### src/rtl/sw_traceback.sv
// ---------------------------------------------------------------------------
// sw_traceback
//
// Traceback engine for the Smith-Waterman score array. Starting from the
// winning cell it reads the stored 2-bit direction pointers out of the
// pointer RAM and walks back toward the origin. Each step produces one
// alignment operation on a ready/valid stream.
//
// Optional feature macro: SW_TB_ABORT_EN
//   defined   : adds input 'abort'. In any non-IDLE state it returns the
//               engine to IDLE on the next edge, with no done pulse.
//               path_len keeps the count accepted so far.
//   undefined : no abort port. A traceback always runs to DONE.
//
// Ports
//   clk, rst_n            clock (rising edge), asynchronous active-low reset
//   start                 begin traceback (sampled only in IDLE)
//   start_row, start_col  coordinates of the winning cell (saturated)
//   abort                 (SW_TB_ABORT_EN only) cancel the traceback
//   rd_en, rd_row, rd_col pointer RAM read strobe and address (FETCH only)
//   rd_data               pointer 00 stop / 01 diag / 10 up / 11 left,
//                         valid the cycle after rd_en
//   op_valid, op_ready    output stream handshake
//   op                    01 diag, 10 up (gap in subject), 11 left (gap in query)
//   busy                  high in every state except IDLE
//   done                  one-cycle pulse at the end of the traceback
//   path_len              ops emitted; valid with done, held until next start
//   dbg_state             current FSM state, for observation only
//
// Handshake: op is transferred on every rising edge where op_valid and
// op_ready are both high. Once op_valid is raised, op stays stable and
// op_valid stays high until that transfer. Only reset or abort can end
// it early.
// ---------------------------------------------------------------------------
module sw_traceback #(
  parameter int ROWS = 8,
  parameter int COLS = 8,
  parameter int RW   = $clog2(ROWS),
  parameter int CW   = $clog2(COLS),
  parameter int LW   = $clog2(ROWS + COLS)
) (
  input  logic          clk,
  input  logic          rst_n,
  input  logic          start,
  input  logic [RW-1:0] start_row,
  input  logic [CW-1:0] start_col,
`ifdef SW_TB_ABORT_EN
  input  logic          abort,
`endif
  output logic          rd_en,
  output logic [RW-1:0] rd_row,
  output logic [CW-1:0] rd_col,
  input  logic [1:0]    rd_data,
  output logic          op_valid,
  input  logic          op_ready,
  output logic [1:0]    op,
  output logic          busy,
  output logic          done,
  output logic [LW-1:0] path_len,
  output logic [2:0]    dbg_state
);

  typedef enum logic [2:0] {
    ST_IDLE  = 3'd0,
    ST_FETCH = 3'd1,
    ST_WAIT  = 3'd2,
    ST_EMIT  = 3'd3,
    ST_DONE  = 3'd4
  } state_e;

  localparam logic [1:0] PTR_STOP = 2'b00;
  localparam logic [1:0] PTR_DIAG = 2'b01;
  localparam logic [1:0] PTR_UP   = 2'b10;
  localparam logic [1:0] PTR_LEFT = 2'b11;

  // Limits held one bit wider than the index so the saturation compare
  // stays meaningful even when ROWS/COLS is a power of two.
  localparam logic [RW:0]   ROWS_W   = (RW + 1)'(ROWS);
  localparam logic [CW:0]   COLS_W   = (CW + 1)'(COLS);
  localparam logic [RW-1:0] ROW_LAST = RW'(ROWS - 1);
  localparam logic [CW-1:0] COL_LAST = CW'(COLS - 1);

  state_e        state_q, state_d;
  logic [RW-1:0] row_q, row_d;
  logic [CW-1:0] col_q, col_d;
  logic [1:0]    op_q, op_d;
  logic [LW-1:0] len_q, len_d;
  logic          abort_w;
  logic          move_row, move_col, leaves;

`ifdef SW_TB_ABORT_EN
  assign abort_w = abort;
`else
  assign abort_w = 1'b0;
`endif

  // A diagonal move changes both coordinates. Up changes only the row.
  // Left changes only the column. The path ends when a move would step
  // below index 0. The coordinates are left untouched in that case, so
  // they never wrap.
  always_comb begin
    move_row = (op_q == PTR_DIAG) || (op_q == PTR_UP);
    move_col = (op_q == PTR_DIAG) || (op_q == PTR_LEFT);
    leaves   = (move_row && (row_q == '0)) || (move_col && (col_q == '0));
  end

  always_comb begin
    state_d = state_q;
    row_d   = row_q;
    col_d   = col_q;
    op_d    = op_q;
    len_d   = len_q;

    unique case (state_q)
      ST_IDLE: begin
        if (start) begin
          row_d   = ({1'b0, start_row} >= ROWS_W) ? ROW_LAST : start_row;
          col_d   = ({1'b0, start_col} >= COLS_W) ? COL_LAST : start_col;
          len_d   = '0;
          state_d = ST_FETCH;
        end
      end
      ST_FETCH: state_d = ST_WAIT;
      ST_WAIT: begin
        if (rd_data == PTR_STOP) begin
          state_d = ST_DONE;
        end else begin
          op_d    = rd_data;
          state_d = ST_EMIT;
        end
      end
      ST_EMIT: begin
        if (op_ready) begin
          len_d = len_q + LW'(1);
          if (leaves) begin
            state_d = ST_DONE;
          end else begin
            if (move_row) row_d = row_q - RW'(1);
            if (move_col) col_d = col_q - CW'(1);
            state_d = ST_FETCH;
          end
        end
      end
      ST_DONE: state_d = ST_IDLE;
      default: state_d = ST_IDLE;
    endcase

    // Abort wins over everything, including an accept in the same cycle.
    // That op therefore does not count.
    if (abort_w && (state_q != ST_IDLE)) begin
      state_d = ST_IDLE;
      row_d   = row_q;
      col_d   = col_q;
      op_d    = op_q;
      len_d   = len_q;
    end
  end

  always_ff @(posedge clk or negedge rst_n) begin
    if (!rst_n) begin
      state_q <= ST_IDLE;
      row_q   <= '0;
      col_q   <= '0;
      op_q    <= '0;
      len_q   <= '0;
    end else begin
      state_q <= state_d;
      row_q   <= row_d;
      col_q   <= col_d;
      op_q    <= op_d;
      len_q   <= len_d;
    end
  end

  // All outputs decode from registered state. Reset therefore clears
  // every one of them at the same instant.
  assign rd_en     = (state_q == ST_FETCH);
  assign rd_row    = rd_en ? row_q : '0;
  assign rd_col    = rd_en ? col_q : '0;
  assign op_valid  = (state_q == ST_EMIT);
  assign op        = op_q;
  assign busy      = (state_q != ST_IDLE);
  assign done      = (state_q == ST_DONE);
  assign path_len  = len_q;
  assign dbg_state = state_q;

endmodule

### config.mk
export PLATFORM = sky130hd
export DESIGN_NAME = sw_traceback
export DESIGN_NICKNAME = d
export VERILOG_FILES = /design/src/rtl/sw_traceback.sv
export SDC_FILE = /design/constraint.sdc
export NUM_CORES = 1
export LEC_CHECK = 0
export ABC_CLOCK_PERIOD_IN_PS = 4500
export BUFFER_PORTS_ARGS = -buffer_cell sky130_fd_sc_hd__buf_4
export CAP_MARGIN = 5
export CORE_ASPECT_RATIO = 1.2
export CORE_MARGIN = 2
export CORE_UTILIZATION = 45
export CTS_CLUSTER_DIAMETER = 120
export DETAILED_ROUTE_END_ITERATION = 8
export GPL_ROUTABILITY_DRIVEN = 1
export PLACE_DENSITY_LB_ADDON = 0.2
export SYNTH_ARGS = -nofsm -noshare
export SYNTH_HDL_FRONTEND = slang
export SYNTH_SLANG_ARGS = --single-unit
### constraint.sdc
create_clock -name clk -period 4.5 [get_ports clk]
set_input_delay 0.9 -clock clk [delete_from_list [all_inputs] [get_ports clk]]
set_output_delay 0.9 -clock clk [all_outputs]
set_load 0.05 [all_outputs]
==> metrics <==
non-filler cells, final=169; 1st-pass router iterations=4; crit start category=flip-flop; number of global-route vias before repair=864; worst-path cell chain=nor3b_1 -> and2_1 -> buf_4; die width=47.6 um; Worst-Margin Slew=785 ps; Clk pin slew, worst setup/hold paths=90 ps; setup bufs post-CTS=0; Ant. Diodes=0; FF-to-FF path depth=4; initial antenna violation count=0; clock buffer count from CTS=3; Core Region=0.00212 sq mm; DR WL/cell=13.1 um; setup TNS=0 ps; row cnt=18; design area=0.00129 sq mm; CP endpoint=rd_col[2]; drt total wl=2.21 mm; CTS max path bufs=2; routability cong.=0.796; Final WS setup=1570 ps; Final Critical Period=2930 ps; Clock Tree Root=clkbuf_4; Die Ht=56.3 um; Hold-fix buffers, CTS=0; CP delay by family, top=simple AND/OR/NAND/NOR gates; RR Startpoint=dbg_state[0]; CP Capture Type=output port; share of cells above drive strength 1=30.2%; slowest CP cell=nor3b_1; dpl cell area=0.00126 sq mm; I/O Pins=31; synthesized instance count=108; Die Area=0.00268 sq mm; Final Net Count=159; H-tree depth=1; maxcap violations=0; CTS tree=done; largest fanout on the critical path=13; Buf+Inv Stages, Crit Path=1; Post-synth EDFFs=0; post-synth cell types=41; Initial Util=48.4%; detailed placer's ending HPWL=1.73 mm; RSZ-0062 raised after global routing=no; FF+latch count, synth=15; Synth Area per Inst=9.49 sq um; total track usage=18.9%; fmax=341 MHz; Cell Count Post-Placement=165; register area share after synthesis=36.6%; Hold WC Path Type=input port to async pin; Most used DFF post-synth=dfrtp_1; starting DRC count in detailed routing=22; # setup viols final=0; Max Slew Vio Count=0; # resized after CTS=0; Critical Path Stages=3; DRT antenna net count=0; Syn-to-layout area delta=26.0%; first-pass GRT wire length=3.74 mm; biggest cell delay along the critical path=700 ps; yosys warns=0; Worst slew margin=47.6%; worst setup path start=dbg_state[0]; GRT overflow=0; worst flop-to-flop path endpoint=col_q[1]; port bufs=30; cell area after synthesis=0.00102 sq mm; Clock Latency Late Sink=280 ps; DR vias=919; Async S/R FF share, synth=100%; clock skew=3.34 ps; Period Utilization, post-route=65.1%; crit path DAT=2030 ps; DRC Markers=0; clock sinks=15; final hold viol count=0; CP required=3600 ps; Syn Nets=127; largest net degree at the start of global routing=16; outcome=completed; flop2flop setup slack=2620 ps; Setup WS pre-CTS=1930 ps; vias per cell=5.44; CP Class=flip-flop to output port
## layer usage
metal,part of all wire (%),GRT usage (%),wire [um]
met1,43,23.4,952
met2,52,31.3,1150
met3,4.3,3.22,95
met4,0.59,6.95,13
met5,0,0,0
## cells in the mapped netlist, drive strengths merged (3+ instances only)
| cell | instances | area [sq um] |
|---|---|---|
| and2 | 7 | 43.8 |
| ha | 7 | 87.6 |
| o22ai | 4 | 25.0 |
| buf | 3 | 23.8 |
| dfrtp | 15 | 375 |
| nor2 | 13 | 56.3 |
| o22a | 3 | 26.3 |
| o21ai | 4 | 20.0 |
| nand2 | 9 | 33.8 |
| nand2b | 3 | 18.8 |
| a21oi | 4 | 31.3 |
| inv | 7 | 26.3 |
## worst min path at each step
stage | startpoint | endpoint | cells after the start
floorplan | col_q[1] | col_q[1] | 1
global placement | col_q[1] | col_q[1] | 1
detailed placement | path_len[3] | path_len[3] | 2
CTS | rst_n | op[0] | 1
global route | rst_n | row_q[1] | 1
finish | rst_n | row_q[1] | 1
## per-stage QoR
step	hold slack (ps)	utilization, %
6_report	458	61.0
3_3_place_gp	517	59.7
2_1_floorplan	496	-
5_1_grt	449	61.0
3_5_place_dp	545	59.7
4_1_cts	453	61.0
## area by class of cell
cell class	count	area [sq um]
clock inverter	1	5.00
inverter	7	26.3
fill	224	826
timing repair buffer	30	225
clock buffer	3	22.5
sequential	15	375
multi-input combinational	83	599
tap	30	37.5
## cell families (layout without fill, tap and decap cells)
kind of cell	after synthesis	after routing	synth area share [%]
AO/OA/AOI/OAI	30	30	22.2
AND/OR/NAND/NOR	43	43	24.5
adder cells (fa/ha/maj)	7	7	8.55
flip-flops	15	15	36.6
buffers and inverters	10	41	4.88
XOR/XNOR	2	2	1.71
multiplexers	1	1	1.46
## sequential cells by signal, indices dropped and copies added, names as in the netlist
signal,count
row_q,3
path_len,4
col_q,3
dbg_state,3
op,2
## cells in the final DEF (no fill, tap or decap), types with 4 or more instances in the layout
master | netlist | routed
buf_4 | 1 | 30
o22ai_1 | 4 | 4
ha_1 | 7 | 7
dfrtp_1 | 15 | 15
inv_1 | 6 | 6
and2_1 | 7 | 7
o21ai_0 | 4 | 4
nor2_1 | 12 | 12
nand2_1 | 9 | 9
Power is left out: the tool's default activity adds up to more than one toggle a clock period on the data nets, which glitch-free logic cannot reach.
